$ cat src/rtl/seg_pkg.sv
// Shared definitions for the seven-segment frame scanner: segment table,
// blank pattern, FSM state encoding and the leading-zero helper.
package seg_pkg;

    // Segment pattern with every segment dark (active-low {g,f,e,d,c,b,a}).
    localparam logic [6:0] SEG_BLANK = 7'h7F;

    // Active-low hex glyphs, index = nibble value.
    localparam logic [6:0] SEG_TABLE [16] = '{
        7'h40, 7'h79, 7'h24, 7'h30,
        7'h19, 7'h12, 7'h02, 7'h78,
        7'h00, 7'h10, 7'h08, 7'h03,
        7'h46, 7'h21, 7'h06, 7'h0E
    };

    // Per-slot phase: dark guard interval, then the digit is lit.
    typedef enum logic {
        ST_BLANK = 1'b0,
        ST_SHOW  = 1'b1
    } seg_state_t;

    // A digit is a leading zero when it and every more significant digit are
    // zero. Digit 0 is always shown so a value of zero still displays "0".
    function automatic logic digit_suppressed(input logic [15:0] v, input logic [1:0] d);
        case (d)
            2'd3:    return v[15:12] == 4'h0;
            2'd2:    return v[15:8]  == 8'h00;
            2'd1:    return v[15:4]  == 12'h000;
            default: return 1'b0;
        endcase
    endfunction

endpackage

$ cat src/rtl/hex_to_seg.sv
// Combinational nibble to active-low seven-segment pattern.
module hex_to_seg
    import seg_pkg::*;
(
    input  logic [3:0] i_nibble,
    output logic [6:0] o_seg
);

    assign o_seg = SEG_TABLE[i_nibble];

endmodule

$ cat src/rtl/seg_frame_scanner.sv
// Four-digit multiplexed seven-segment scanner with a per-slot blanking
// interval, leading-zero suppression and frame-synchronous value updates.
//
// state    | meaning
// ---------+-----------------------------------------------------------
// ST_BLANK | first BLANK cycles of a slot, segments forced dark
// ST_SHOW  | remainder of the slot, active digit decoded onto cathode
module seg_frame_scanner
    import seg_pkg::*;
#(
    parameter int DIV   = 100000,
    parameter int BLANK = 1000
) (
    input  logic        clk,
    input  logic        rst,
    input  logic        load,
    input  logic [15:0] value,
    input  logic        lz_en,
    output logic [1:0]  currLED,
    output logic [6:0]  cathode,
    output logic        blank,
    output logic        pending,
    output logic        frame_done
);

    localparam int             CW       = $clog2(DIV);
    localparam logic [CW-1:0]  CNT_LAST = CW'(DIV - 1);
    localparam logic [CW-1:0]  CNT_SHOW = CW'(BLANK);

    logic [CW-1:0] r_cnt;
    logic [1:0]    r_led;
    logic [15:0]   r_active;
    logic [15:0]   r_shadow;
    logic          r_pending;
    seg_state_t    r_state;
    logic [6:0]    r_cathode;
    logic          r_blank;
    logic          r_frame_done;

    logic [CW-1:0] w_cnt_next;
    logic [1:0]    w_led_next;
    seg_state_t    w_state_next;
    logic          w_slot_end;
    logic          w_frame_end;
    logic [3:0]    w_nibble;
    logic [6:0]    w_seg;
    logic          w_blank_next;
    logic [6:0]    w_cathode_next;
    logic          w_frame_done_next;

    // Outputs are registered from next-cycle values so cathode, blank and
    // currLED all update on the same edge as the counter they belong to.
    hex_to_seg u_hex_to_seg (
        .i_nibble (w_nibble),
        .o_seg    (w_seg)
    );

    // Prescaler, slot index and FSM next state with registered-output precompute.
    always_comb begin
        w_slot_end        = 1'b0;
        w_frame_end       = 1'b0;
        w_cnt_next        = r_cnt;
        w_led_next        = r_led;
        w_state_next      = r_state;
        w_nibble          = 4'h0;
        w_blank_next      = 1'b1;
        w_cathode_next    = SEG_BLANK;
        w_frame_done_next = 1'b0;

        w_slot_end  = (r_cnt == CNT_LAST);
        w_frame_end = w_slot_end && (r_led == 2'd3);
        w_cnt_next  = w_slot_end ? '0 : r_cnt + CW'(1);
        w_led_next  = w_slot_end ? r_led + 2'd1 : r_led;

        case (r_state)
            ST_BLANK: if (w_cnt_next >= CNT_SHOW) w_state_next = ST_SHOW;
            ST_SHOW:  if (w_slot_end)             w_state_next = ST_BLANK;
            default:                              w_state_next = ST_BLANK;
        endcase

        // r_active only changes on the frame edge, which always lands in a
        // blanked slot-0 cycle, so reading it here never mixes frames.
        w_nibble     = r_active[{w_led_next, 2'b00} +: 4];
        w_blank_next = (w_state_next == ST_BLANK) ||
                       (lz_en && digit_suppressed(r_active, w_led_next));
        w_cathode_next    = w_blank_next ? SEG_BLANK : w_seg;
        w_frame_done_next = (w_cnt_next == CNT_LAST) && (w_led_next == 2'd3);
    end

    // Scan state and registered display outputs.
    always_ff @(posedge clk or posedge rst) begin
        if (rst) begin
            r_cnt        <= '0;
            r_led        <= 2'd0;
            r_state      <= ST_BLANK;
            r_cathode    <= SEG_BLANK;
            r_blank      <= 1'b1;
            r_frame_done <= 1'b0;
        end else begin
            r_cnt        <= w_cnt_next;
            r_led        <= w_led_next;
            r_state      <= w_state_next;
            r_cathode    <= w_cathode_next;
            r_blank      <= w_blank_next;
            r_frame_done <= w_frame_done_next;
        end
    end

    // Shadow/active value handshake; the commit takes the pre-load shadow so
    // a load landing on the frame edge waits for the following frame.
    always_ff @(posedge clk or posedge rst) begin
        if (rst) begin
            r_active  <= 16'h0000;
            r_shadow  <= 16'h0000;
            r_pending <= 1'b0;
        end else begin
            if (w_frame_end && r_pending) begin
                r_active  <= r_shadow;
                r_pending <= 1'b0;
            end
            if (load) begin
                r_shadow  <= value;
                r_pending <= 1'b1;
            end
        end
    end

    assign currLED    = r_led;
    assign cathode    = r_cathode;
    assign blank      = r_blank;
    assign pending    = r_pending;
    assign frame_done = r_frame_done;

endmodule
$ cat config.mk
export PLATFORM = sky130hd
export DESIGN_NAME = seg_frame_scanner
export DESIGN_NICKNAME = d
export VERILOG_FILES = /design/src/rtl/seg_pkg.sv /design/src/rtl/hex_to_seg.sv /design/src/rtl/seg_frame_scanner.sv
export SDC_FILE = /design/constraint.sdc
export NUM_CORES = 1
export LEC_CHECK = 0
export CORE_MARGIN = 8
export CORE_UTILIZATION = 25
export DETAILED_ROUTE_END_ITERATION = 16
export GPL_ROUTABILITY_DRIVEN = 0
export MAX_ROUTING_LAYER = met4
export SLEW_MARGIN = 0
export SYNTH_ARGS = -nofsm -noshare
export SYNTH_HDL_FRONTEND = slang
export SYNTH_SLANG_ARGS = --single-unit
$ cat constraint.sdc
create_clock -name clk -period 8.1 [get_ports clk]
set_input_delay 1.62 -clock clk [delete_from_list [all_inputs] [get_ports clk]]
set_output_delay 1.62 -clock clk [all_outputs]
set_load 0.05 [all_outputs]
==> reports/metrics.cfg <==
[clocking]
cts_buffers = 9
cts_resized = 0
ctsRootBufferMaster = clkbuf_16
htree_levels = 3
clk_pin_slew_ns = 0.06
clock_sinks = 62
cts_hold_buffers = 0
postCtsSetupRepairBufs = 0
worstSkewPairLatency_ns = 0.33
cts_tree = done
clockBufferDepth = 2

[cells_and_area]
layout-area-overhead-vs-synth_pct = 25.9
drive_above_1_share_pct = 22.4
multi_input_area_um2 = 1490
nFillCells = 1312
antenna_cells = 0
seqCellArea_um2 = 1560
nets = 327

[synth]
netlist.area_leader.share_pct = 43.2
synth_seq_area_share_pct = 49.9
ys_seq_elements = 62
synth.avg_cell_area_um2 = 11.8
syn_inst = 264
synthTopCellsByArea = dfrtp_1 (43%), mux2_2 (13%), dfstp_2 (6.7%)
yosysWarnings = 0
ys_types = 48
synth-main-ff-cell = dfrtp_1
synth_top_cell_by_area = dfrtp_1
synth_nets = 292
netlist_area_um2 = 3130
synth_edf_count = 0
async_flop_share_pct = 100

[drt]
avgRoutedWirePerCell_um = 13.6
drt_iter0_markers = 63
drc_errors = 0
drtAntennaViolNets = 0
drt-total-wl_um = 6470
dr.pass1.iters = 4
num_vias = 2166
vias_per_cell = 4.55

[timing]
fmax_ghz = 0.230
drv_slew = 0
rsz0062_at_grt = false
setup_viol_count_final = 0
worst_pin_slew_ns = 0.846
setup_slack_ns = 3.76
tns_ns = 0
clock_skew_ns = 0.00774
period_share_pct = 53.6
maxSlewHeadroom_pct = 43.2
hold_viol_final = 0
fin_crit_ns = 4.34

[grt]
grt_usage_pct = 8.82
globalRouteOverflowTotal = 0
grt_start_max_net_pins = 63
grt_pass1_vias = 2323
antenna_found_initial = 0
grt_pass1_wl_um = 11300

[placed_design]
dp_hpwl_um = 4620
portBuffers = 31
place_ws_ns = 3.79

[worst_setup_path]
worst-path-max-fanout = 15
crit_slowest_cell = nor4_4
critical_path.cell_chain = ha_1, nand4_1, nor4_4, mux2i_1, o22ai_1, nor3_1, inv_1, ha_1, inv_1, mux4_2, nand2b_1
worst_setup_path_start_kind = flip-flop
reg2reg_to = cathode[3]
rr_worst_depth = 11
endpoint = cathode[3]
worst-endpoint-required_ns = 8.34
crit_type = reg -> reg
crit_start = r_cnt[0]
critPathMaxStageDelay_ns = 0.84
cp-end-kind = flip-flop
rr_startpoint = r_cnt[0]
rrSetupSlack_ns = 3.76
arrival_ns = 4.59

[die]
die_height_um = 128
die_w_um = 128
num_io_pins = 32
core-area_um2 = 12400
die_area_um2 = 16300
rows = 41
initial_utilization_pct = 25.2

[power]
p_total_w = 0.000737
peakVddDrop_v = 0.000135
power.density_nw_per_um2 = 187
p_leak_nw = 1.63

[status]
status = complete, no violations

[job]
drv_cap = 0

[min_path]
min_path_type = reg -> reg

==> per-layer routing <==
| metal | up-vias | routed length [µm] | track usage [%] |
|---|---|---|---|
| li1 | 1043 | - | - |
| met1 | 1049 | 2900 | 9.92 |
| met2 | 60 | 3200 | 14.4 |
| met3 | 14 | 256 | 2.75 |
| met4 | 0 | 113 | 3.36 |
| met5 | - | 0 | - |
==> final cells by class <==
| type | instances | share of cell area (%) |
|---|---|---|
| sequential | 62 | 39.7 |
| multi-input combinational | 184 | 37.9 |
| timing repair buffer | 32 | 8.08 |
| clock buffer | 11 | 6.42 |
| tap | 172 | 5.47 |
| clock inverter | 5 | 1.46 |
| inverter | 10 | 0.954 |
==> logic make-up after synthesis <==
| kind of cell | after synthesis | share of synthesized area (%) |
|---|---|---|
| muxes | 48 | 17.3 |
| buffers and inverters | 18 | 2.32 |
| and+or+nand+nor | 83 | 15.3 |
| adders and majority gates | 8 | 3.20 |
| DFF | 62 | 49.9 |
| xor gates and xnor gates | 15 | 4.20 |
| AOI/OAI and AO/OA | 30 | 7.72 |
==> worst min-delay path by stage <==
stage                     slack, ns            to  depth (start not counted)    startpoint
final                          0.50  r_active[10]                          1  r_shadow[10]
after global routing           0.52   r_active[1]                          1   r_shadow[1]
after CTS                      0.51  r_active[10]                          1  r_shadow[10]
after detailed placement       0.50  r_active[10]                          1  r_shadow[10]
after global placement         0.49  r_active[14]                          1  r_shadow[14]
after floorplan                0.48   r_shadow[1]                          1   r_shadow[1]
==> Yosys cell counts (6+ instances only) <==
library cell and instances:
xnor2_1 12, mux2_2 35, nand2_1 13, inv_1 10, dfrtp_1 54, nand3_1 8
a21oi_1 6, nor2_1 17, nand4_1 7, ha_1 8, dfstp_2 8, nor3_1 7
mux2i_1 11
==> placed cells by master (no fill, tap or decap), drive strengths merged, types with 2 or more instances in the layout <==
cell,count
a21oi,7
a311oi,2
and2,2
and3,3
clkbuf,11
clkdlybuf4s50,31
clkinvlp,3
dfrtp,54
dfstp,8
ha,8
inv,10
mux2,36
mux2i,11
nand2,13
nand2b,4
nand3,8
nand3b,2
nand4,7
nand4bb,2
nor2,17
nor2b,2
nor3,7
nor4,4
nor4bb,2
o211ai,2
o21a,2
o21ai,3
o221ai,6
o22ai,3
or4,5
xnor2,12
xor2,3
==> report_power, final <==
part / switching (W) / total (W) / internal, W
Sequential: 0.00000386 / 0.000322 / 0.000318
Combinational: 0.0000102 / 0.0000257 / 0.0000155
Clock: 0.000135 / 0.000389 / 0.000254
==> registers in the layout, indices dropped and copies added, names as in the netlist <==
signal	cells
r_cnt	17
r_active	16
r_shadow	16
cathode	7
currLED	2
blank	1
frame_done	1
pending	1
r_state	1
==> worst max-delay path, delay by kind of cell (launching register included) <==
family          cells  cell delay (ns)
mux                 2             0.99
compound gates      1             0.16
fa+ha+maj           2             0.61
buf+inv             2             0.22
flops               1             0.42
simple gates        4             1.86
==> stage by stage <==
step | hold slack (ns) | instances | utilization (%) | instance area (µm²)
finish | 0.502 | 476 | 31.7 | 3940
global placement | 0.486 | 460 | 29.2 | 3620
CTS | 0.509 | 476 | 31.7 | 3940
global route | 0.523 | 476 | 31.7 | 3940
detailed placement | 0.496 | 460 | 29.2 | 3620
floorplan | 0.477 | 264 | - | 3130
Note: power is estimated with default switching activity, not from simulation.
==> variant 1, RTL diff (same flow settings) <==
The parameter `BLANK` goes from 1000 to 512.
--- a/src/rtl/seg_frame_scanner.sv
+++ b/src/rtl/seg_frame_scanner.sv
@@ -9,7 +9,7 @@
     import seg_pkg::*;
 #(
     parameter int DIV   = 100000,
-    parameter int BLANK = 1000
+    parameter int BLANK = 512
 ) (
     input  logic        clk,
     input  logic        rst,
Formal check against the unedited RTL: no difference found for any inputs over 10 cycles, from zero or initial values and one cycle with rst high; that may be too few to reach the edited logic, so the function may still have changed.
==> variant 1 against the original RTL <==
  * Area after synthesis is essentially flat
  * Via count down 1.2%
  * Sequential cell count unchanged
  * Worst hold slack improved by 0.99 ps
  * Wire length is 1.2% lower
  * Final area shrank 0.64%
  * Setup slack improved by 680 ps
  * Largest cell class unchanged
  * Sequential power about the same
  * Power fell by 0.82%
  * Core utilization down 0.20 points
==> variant 1: results (changes against the original RTL) <==
stage	metric	value	unit	change
run_status	run_status	completed		unchanged
detailed_routing	drtIter0Drc	69		was 63
layout	layout.nonclk_buf_frac	0.0813		was 0.0808
layout	finalNetCount	325		was 327
layout	clockNetworkAreaShare	0.0771		was 0.0789
logic_synthesis	synth.distinct_cells	54		was 48
detailed_routing	vias_per_cell	4.51		was 4.55
worst_hold_path	hold_start	r_shadow[5]		was r_shadow[10]
detailed_routing	wl_per_cell	13.5	µm	was 13.6 µm
power_and_ir_drop	p_sw_frac	0.197		was 0.202
grt	grt_pass1_wl	11000	µm	was 11300 µm
critical_path	critPathMaxStageDelay	800	ps	was 840 ps
power_and_ir_drop	leakagePower	1.63	nW	about the same
power_and_ir_drop	clock_power_share	0.524		was 0.528
layout	nNonClkInverters	8		was 10
timing	min_period	3660	ps	was 4340 ps
layout	nClkBuffers	12		was 11
layout	area.growth.synth_to_final	25.0	%	was 25.9%
logic_synthesis	syn-num-nets	293		was 292
timing	finClkSkew	3.77	ps	was 7.74 ps
detailed_routing	dr_wl_met3	279	µm	was 256 µm
critical_path	r2r-end	cathode[5]		was cathode[3]
grt	track_usage	0.0874		was 0.0882
layout	multi_input_area_share	0.380		was 0.379
logic_synthesis	synth_commonest_cells	54 x dfrtp_1, 34 x mux2_2, 19 x nand2_1		was 54 x dfrtp_1, 35 x mux2_2, 17 x nor2_1
critical_path	crit_fanout	17		was 15
layout	drive_gt1_frac	0.242		was 0.224
layout	n_fill_cell	1294		was 1312
timing	maxSlewHeadroom	0.414		was 0.432
grt	grt_util_met1	0.0966		was 0.0992
critical_path	cp_slowest_cell	and4_1		was nor4_4
logic_synthesis	synth_seq_area_share	0.499		about the same
grt	met3_usage	0.0229		was 0.0275
variant 1: cell count changes in the layout (fill, tap and decap cells not counted), moves of 5 or more:
| cell | delta |
|---|---|
| xnor2_1 | -5 |
| or4_1 | -5 |
| nor2b_1 | +7 |
| xor2_1 | +5 |
| nor4_1 | +5 |
| nand2_1 | +6 |
variant 1: worst min-delay path by stage:
stage / end / slack (ps) / depth (start not counted)
floorplan: r_cnt[14] / 470 / 1
global placement: r_active[13] / 490 / 1
detailed placement: r_shadow[13] / 500 / 1
CTS: r_shadow[5] / 510 / 1
global route: r_shadow[6] / 530 / 1
finish: r_shadow[5] / 500 / 1
variant 1: cells by family (layout without fill, tap and decap cells):
kind of cell             after synthesis  in the layout  share of synthesized area
flip-flops                            62             62                      0.499
buffers and inverters                 19             56                     0.0264
adder cells (fa/ha/maj)                8              8                     0.0320
multiplexers                          44             44                      0.160
AND/OR/NAND/NOR                       87             87                      0.152
AO/OA/AOI/OAI                         30             30                     0.0880
XOR/XNOR                              15             15                     0.0420
==> variant 2, RTL diff (same settings) <==
Made on the original files. Make the reset (`rst`) synchronous in 2 clocked blocks.
--- a/src/rtl/seg_frame_scanner.sv
+++ b/src/rtl/seg_frame_scanner.sv
@@ -88,7 +88,7 @@
     end
 
     // Scan state and registered display outputs.
-    always_ff @(posedge clk or posedge rst) begin
+    always_ff @(posedge clk) begin
         if (rst) begin
             r_cnt        <= '0;
             r_led        <= 2'd0;
@@ -108,7 +108,7 @@
 
     // Shadow/active value handshake; the commit takes the pre-load shadow so
     // a load landing on the frame edge waits for the following frame.
-    always_ff @(posedge clk or posedge rst) begin
+    always_ff @(posedge clk) begin
         if (rst) begin
             r_active  <= 16'h0000;
             r_shadow  <= 16'h0000;
Formal check against the unedited RTL: differs if rst is asserted again (counterexample within 4 cycles, from zero or initial values and one cycle with rst high); with rst held inactive, the same outputs for 10 cycles.
==> variant 2 against the original RTL <==
  * Final area up 0.19%
  * Setup slack better by 730 ps
  * Die area grew 1.9%
  * Sequential cell count unchanged
  * Worst hold slack lost 43 ps
  * Area after synthesis up 2.2%
  * Synthesized cell count up 42%
  * Wire length grew 14%
  * Critical path depth down 10
  * Via count rose by 19%
  * Power up 2.5%
  * Critical endpoint is now currLED[0]
  * Largest power group unchanged
==> variant 2: results (changes against the original RTL) <==
stage	metric	value	unit	change
run_status	run_status	completed		unchanged
layout	finalNetCount	423		was 327
power_and_ir_drop	p_sw_frac	0.201		was 0.202
logic_synthesis	ys_top_cells_by_area	dfxtp_1 39%, mux2i_1 8.8%, nor2_1 6.6%, nand2_1 5.4%, a21oi_1 4.4%		was dfrtp_1 43%, mux2_2 13%, dfstp_2 6.7%, mux2i_1 3.5%, xnor2_1 3.4%
detailed_routing	wl_per_cell	12.9	µm	was 13.6 µm
critical_path	critPathMaxStageDelay	940	ps	was 840 ps
power_and_ir_drop	leakagePower	1.43	nW	was 1.63 nW
timing	finClkSkew	3.47	ps	was 7.74 ps
critical_path	r2r_slack	4750	ps	was 3760 ps
place	place_area	3620	µm²	about the same
power_and_ir_drop	p_comb_frac	0.038		was 0.035
place	dp_hpwl	5330	µm	was 4620 µm
layout	largest_registers	r_cnt x17, r_active x16, r_shadow x16		unchanged
clock_tree	h-tree-depth	3		unchanged
logic_synthesis	syn-num-nets	403		was 292
clock_tree	ctsResizeCount	0		unchanged
critical_path	rr_startpoint	r_cnt[0]		unchanged
power_and_ir_drop	vdd_ir_drop_max	0.000112	V	was 0.000135 V
critical_path	startpoint	currLED[0]		was r_cnt[0]
critical_path	critPathArrivalTime	2000	ps	was 4590 ps
layout	drive_gt1_frac	0.0875		was 0.224
power_and_ir_drop	powerClk	0.410	mW	was 0.389 mW
critical_path	cp_slowest_cell	clkdlybuf4s50_1		was nor4_4
grt	grt_max_degree	46		was 63
timing	setup_slack	4480	ps	was 3760 ps
worst_hold_path	hold_start	r_shadow[2]		was r_shadow[10]
detailed_routing	met1_length	3510	µm	was 2900 µm
timing	worst-slew-pin-transition	970	ps	was 846 ps
layout	fin_cells	572		was 476
critical_path	cp_top_family	buffers and inverters		was simple AND/OR/NAND/NOR gates
grt	grt_pass1_wl	12400	µm	was 11300 µm
logic_synthesis	syn_inst	375		was 264
detailed_routing	vias	2585		was 2166
grt	antenna_found_initial	0		unchanged
detailed_routing	drtIter0Drc	199		was 63
logic_synthesis	synth_seq_area_share	0.389		was 0.499
place	placedCellCount	556		was 460
place	portBuffers	31		unchanged
power_and_ir_drop	p_per_area	191	nW/µm²	was 187 nW/µm²
logic_synthesis	synth_commonest_cells	62 x dfxtp_1, 56 x nor2_1, 46 x nand2_1		was 54 x dfrtp_1, 35 x mux2_2, 17 x nor2_1
critical_path	crit_fanout	20		was 15
grt	track_usage	0.0948		was 0.0882
layout	insertedDiodeCount	0		unchanged
timing	timing.hold.ws	459	ps	was 502 ps
logic_synthesis	synth.distinct_cells	51		was 48
detailed_routing	dr_wl_met3	296	µm	was 256 µm
detailed_routing	routed-wl-met2	3450	µm	was 3200 µm
clock_tree	post_cts_buffers	0		unchanged
logic_synthesis	async_flop_share	0		was 1.00
[variant 2: logic make-up after synthesis]
group / share of synthesized area
DFF: 0.389
adders and majority gates: 0.0313
buffers and inverters: 0.0525
AOI/OAI and AO/OA: 0.112
muxes: 0.101
xor gates and xnor gates: 0.0439
and+or+nand+nor: 0.271
[variant 2: final cells by class]
cell class | instances | area, µm²
fill | 1308 | 8630
multi-input combinational | 277 | 1790
sequential | 62 | 1240
timing repair buffer | 33 | 325
clock buffer | 10 | 239
tap | 172 | 215
clock inverter | 6 | 85.1
inverter | 12 | 45.0
[variant 2: per-layer routing]
layer / up-vias / GRT usage
met5: - / -
met4: 0 / 0.0352
met3: 10 / 0.0283
met2: 51 / 0.150
met1: 1187 / 0.112
li1: 1337 / -
[variant 2: worst paths after layout]
| path | depth (start not counted) | to |
|---|---|---|
| setup / recovery | 1 | currLED[0] |
| hold / removal | 2 | r_active[2] |
| hold reg to reg | 2 | r_active[2] |
| setup reg to reg | 11 | cathode[0] |
